==> src/rtl/cla_nibble_serial_adder.sv <==
// Nibble-serial WIDTH-bit adder: one 4-bit carry-lookahead slice is reused
// for NIB cycles, LSB nibble first, with the slice carry registered between
// nibbles. Results are registered and only change on completion.

// 4-bit carry-lookahead slice with group propagate
module cla4 (
    input  logic [3:0] a,
    input  logic [3:0] b,
    input  logic       ci,
    output logic [3:0] s,
    output logic       co,
    output logic       p_grp
);
    logic [3:0] g, p, c;

    // Lookahead carries computed directly from generate/propagate terms
    always_comb begin
        g     = a & b;
        p     = a ^ b;
        c[0]  = ci;
        c[1]  = g[0] | (p[0] & ci);
        c[2]  = g[1] | (p[1] & g[0]) | (p[1] & p[0] & ci);
        c[3]  = g[2] | (p[2] & g[1]) | (p[2] & p[1] & g[0]) | (p[2] & p[1] & p[0] & ci);
        co    = g[3] | (p[3] & g[2]) | (p[3] & p[2] & g[1]) | (p[3] & p[2] & p[1] & g[0])
              | (p[3] & p[2] & p[1] & p[0] & ci);
        s     = p ^ c;
        p_grp = &p;
    end
endmodule

module cla_nibble_serial_adder #(
    parameter int WIDTH = 32
) (
    input  logic             clk,
    input  logic             rst_n,
    input  logic             start,
    input  logic [WIDTH-1:0] a,
    input  logic [WIDTH-1:0] b,
    input  logic             cin,
    output logic             busy,
    output logic             done,
    output logic [WIDTH-1:0] sum,
    output logic             cout,
    output logic             ovf,
    output logic             prop_all
);
    localparam int NIB = WIDTH / 4;
    localparam int CW  = (NIB > 1) ? $clog2(NIB) : 1;
    // sum_sh only needs to hold the NIB-1 nibbles finished before the last one
    localparam int SW  = (WIDTH > 4) ? WIDTH - 4 : 1;

    localparam logic [0:0] IDLE = 1'b0;
    localparam logic [0:0] RUN  = 1'b1;

    logic [0:0]       state;
    logic [WIDTH-1:0] a_sh, b_sh;
    logic [SW-1:0]    sum_sh;
    logic [CW-1:0]    cnt;
    logic             carry_reg;
    logic             prop_acc;
    logic             a_msb, b_msb;

    logic [3:0]       slice_s;
    logic             slice_co;
    logic             slice_p;
    logic [WIDTH-1:0] sum_nxt;
    logic             last;

    cla4 u_slice (
        .a     (a_sh[3:0]),
        .b     (b_sh[3:0]),
        .ci    (carry_reg),
        .s     (slice_s),
        .co    (slice_co),
        .p_grp (slice_p)
    );

    // Word result with the current slice nibble placed on top
    generate
        if (WIDTH > 4) begin : g_wide
            assign sum_nxt = {slice_s, sum_sh};
        end else begin : g_narrow
            assign sum_nxt = slice_s;
        end
    endgenerate

    assign last = (cnt == CW'(NIB - 1));
    assign busy = (state == RUN);

    // Control, datapath shift registers and registered results
    always_ff @(posedge clk or negedge rst_n) begin
        if (!rst_n) begin
            state     <= IDLE;
            a_sh      <= '0;
            b_sh      <= '0;
            sum_sh    <= '0;
            cnt       <= '0;
            carry_reg <= 1'b0;
            prop_acc  <= 1'b0;
            a_msb     <= 1'b0;
            b_msb     <= 1'b0;
            done      <= 1'b0;
            sum       <= '0;
            cout      <= 1'b0;
            ovf       <= 1'b0;
            prop_all  <= 1'b0;
        end else begin
            done <= 1'b0;
            case (state)
                IDLE: begin
                    if (start) begin
                        a_sh      <= a;
                        b_sh      <= b;
                        carry_reg <= cin;
                        a_msb     <= a[WIDTH-1];
                        b_msb     <= b[WIDTH-1];
                        cnt       <= '0;
                        prop_acc  <= 1'b1;
                        state     <= RUN;
                    end
                end
                default: begin
                    a_sh      <= a_sh >> 4;
                    b_sh      <= b_sh >> 4;
                    sum_sh    <= sum_nxt[WIDTH-1:WIDTH-SW];
                    carry_reg <= slice_co;
                    prop_acc  <= prop_acc & slice_p;
                    cnt       <= cnt + CW'(1);
                    if (last) begin
                        state    <= IDLE;
                        done     <= 1'b1;
                        sum      <= sum_nxt;
                        cout     <= slice_co;
                        prop_all <= prop_acc & slice_p;
                        ovf      <= (a_msb == b_msb) && (sum_nxt[WIDTH-1] != a_msb);
                    end
                end
            endcase
        end
    end
endmodule

==> config.mk <==
export PLATFORM = sky130hd
export DESIGN_NAME = cla_nibble_serial_adder
export DESIGN_NICKNAME = d
export VERILOG_FILES = /design/src/rtl/cla_nibble_serial_adder.sv
export SDC_FILE = /design/constraint.sdc
export NUM_CORES = 1
export LEC_CHECK = 0
export ABC_AREA = 1
export CORE_MARGIN = 1.5
export CORE_UTILIZATION = 45
export DETAILED_ROUTE_END_ITERATION = 10
export PLACE_DENSITY = 0.7
export SLEW_MARGIN = 20
export SYNTH_ARGS = -nofsm -noshare
export SYNTH_HDL_FRONTEND = slang
export SYNTH_SLANG_ARGS = --single-unit
==> constraint.sdc <==
create_clock -name clk -period 3.47 [get_ports clk]
set_input_delay 0.8675 -clock clk [delete_from_list [all_inputs] [get_ports clk]]
set_output_delay 0.8675 -clock clk [all_outputs]
set_load 0.01 [all_outputs]
==> results.yml <==
outcome:
  status: "finished, final reports clean"
pwr:
  netSwitchingFraction: 0.332
  seqPwrFrac: 0.408
  power.internal_mw: 4.29
  vdd_ir_drop_max_mv: 0.310
  combinationalPowerShare: 0.300
  power.leakage_nw: 3.50
  power.switching_mw: 2.13
  power.density_mw_per_mm2: 872
  power_frac_clock: 0.292
finish:
  fillers: 1032
  antenna_cells: 0
  layout.nets: 791
  final_cells: 896
  final_layout_size_suffix_gt1_frac: 0.0646
  top_regs: "a_sh: 32 flops, b_sh: 32 flops, sum: 32 flops"
  multi_input_area_mm2: 0.00186
  post-route-cell-area_mm2: 0.00736
  areaGrowthSynthToFinish_pct: 31.3
  regArea_mm2: 0.00341
logic_synthesis:
  yosys_warnings: 0
  synth.top_cells.by_area: "dfrtp_1 61%, nand2_1 17%, o21ai_0 5.4%"
  synth_nets: 694
  synth-edff-count: 0
  synth_common_cells: "260 x nand2_1, 136 x dfrtp_1, 60 x o21ai_0"
  yosys.area.top_type: "dfrtp_1"
  yosysMostFrequentCell: "nand2_1"
  ys_types: 23
  ys_seq_area_frac: 0.607
  syn_area_per_cell_um2: 9.06
  synthCells: 619
  yosysTopAreaCellShare: 0.607
  syn-cell-area_mm2: 0.00561
  async_flop_share: 1.00
  synth_seq_cells: 136
  ys.flop_type: "dfrtp_1"
clock_network:
  htree_levels: 4
  cts_tree: "built"
  cts.repair.resized: 0
  cts_inserted_buffers: 17
  clkLatencyLatePin_ns: 0.41
  cts_buffer_depth: 2
  clkTransAtPathRegs_ns: 0.06
  cts.hold.buffers_added: 0
  cts_setup_buffers: 0
  cts_root_buffer: "clkbuf_16"
  numClockSinks: 136
critical_path:
  path_cells: "clkdlybuf4s50_1"
  crit_buf_inv: 1
  path_delay_family: "flip-flops"
  startpoint_type: "flip-flop"
  path_max_fanout: 41
  slowest_stage: "dfrtp_4"
  worstSetupPathType: "flip-flop to primary output"
  r2r_end: "a_sh[10]"
  regToRegStartpoint: "busy"
  endpoint_kind: "primary output"
  reg2reg_slack_ns: 1.51
  worstPathRequired_ns: 2.60
  arrival_ns: 1.72
  slowest_delay_ns: 0.68
  rr_worst_depth: 6
timing:
  fin_ws_ns: 0.884
  holdWs_ns: 0.477
  fin_crit_sh: 0.745
  final.min_clock_period_ns: 2.59
  rsz0062_at_grt: "false"
  finalSetupViolCount: 0
  hold_violations: 0
  finClkSkew_ns: 0.00835
  relSlewSlack: 0.499
  clock.fmax_ghz: 0.387
  slew_viol_final: 0
  tightest_slew_ns: 0.751
  tns_ns: 0
global_route:
  track_usage: 0.197
  antenna_found_initial: 0
  grt-ovfl-total: 0
  grt_pass1_wl_mm: 20.1
  grt_max_degree: 84
  grt_pass1_vias: 4250
place:
  numPortBuffers: 104
  place_area_mm2: 0.00675
  dpl.cell_count: 865
  place_ws_ns: 0.915
  place_hpwl_mm: 7.93
  gp_congestion: 0.792
worst_hold_path:
  holdCritStartpoint: "sum_sh[21]"
  hold_class: "flip-flop to flip-flop"
  worstHoldEndpoint: "sum_sh[17]"
  hold_depth: 2
route:
  postRouteAntennaNets: 0
  wirelength_mm: 11.9
  drt_iter0_drc: 233
  viasPerCell: 4.88
  remaining_drc_errors: 0
  dr.pass1.iters: 4
  via_count: 4376
  post_drt_wl_per_cell_um: 13.3
job:
  drv_cap: 0
floorplanning:
  dieArea_mm2: 0.0131
  initial_utilization: 0.465
  fp-row-count: 40
  die_h_um: 115
  core-area_mm2: 0.0121
  io_pins: 105
  die_w_um: 115
[through the flow]
step	total power, mW	utilization
3_3_place_gp	4.50	0.559
2_1_floorplan	3.81	-
5_1_grt	6.88	0.610
6_report	6.42	0.610
3_5_place_dp	4.59	0.559
4_1_cts	6.49	0.610
[metal layers]
| layer | part of all wire | wire length, um | track usage |
|---|---|---|---|
| met1 | 0.45 | 5310 | 0.254 |
| met2 | 0.48 | 5690 | 0.313 |
| met3 | 0.063 | 753 | 0.0551 |
| met4 | 0.014 | 170 | 0.0825 |
| met5 | 0 | 0 | 0 |
[logic make-up (layout without fill, tap and decap cells)]
kind of cell               after synthesis  after routing  synth area share
buffers and inverters                   73            182            0.0634
adders and majority gates                7              7            0.0170
DFF                                    136            136             0.607
AOI/OAI and AO/OA                       78             78            0.0792
xor gates and xnor gates                 2              2           0.00312
and+or+nand+nor                        323            323             0.231
[layout make-up]
| type | count | area share |
|---|---|---|
| clock buffers | 18 | 0.0596 |
| clock inverters | 13 | 0.0243 |
| inverters | 40 | 0.0207 |
| multi-input cells | 410 | 0.252 |
| flip-flops and latches | 136 | 0.463 |
| well taps | 168 | 0.0285 |
| repair buffers | 111 | 0.152 |
[worst max-delay path by stage]
| stage | from | endpoint | slack, ns | cells after the start |
|---|---|---|---|---|
| finish | busy | busy | 0.88 | 1 |
| global route | busy | busy | 0.80 | 1 |
| CTS | busy | busy | 0.86 | 1 |
| detailed placement | start | a_sh[10] | 0.91 | 6 |
| global placement | start | a_sh[5] | 0.98 | 6 |
| floorplan | start | a_sh[1] | 2.03 | 6 |
[power groups by stage]
stage | Combinational (mW) | Sequential (mW) | Clock [mW]
3_5_place_dp | 1.94 | 2.64 | 0
2_1_floorplan | 1.24 | 2.57 | 0
4_1_cts | 1.96 | 2.63 | 1.90
6_report | 1.92 | 2.62 | 1.88
3_3_place_gp | 1.88 | 2.62 | 0
5_1_grt | 2.21 | 2.71 | 1.97
[cell usage in the layout (no fill, tap or decap), drive strengths merged, types with 8 or more instances in the layout]
cell,count
o21ai,60
a22o,8
nand3,56
clkdlybuf4s50,103
clkbuf,18
buf,8
nand2,262
o211ai,8
inv,40
dfrtp,136
Power figures use the tool's default switching activity.
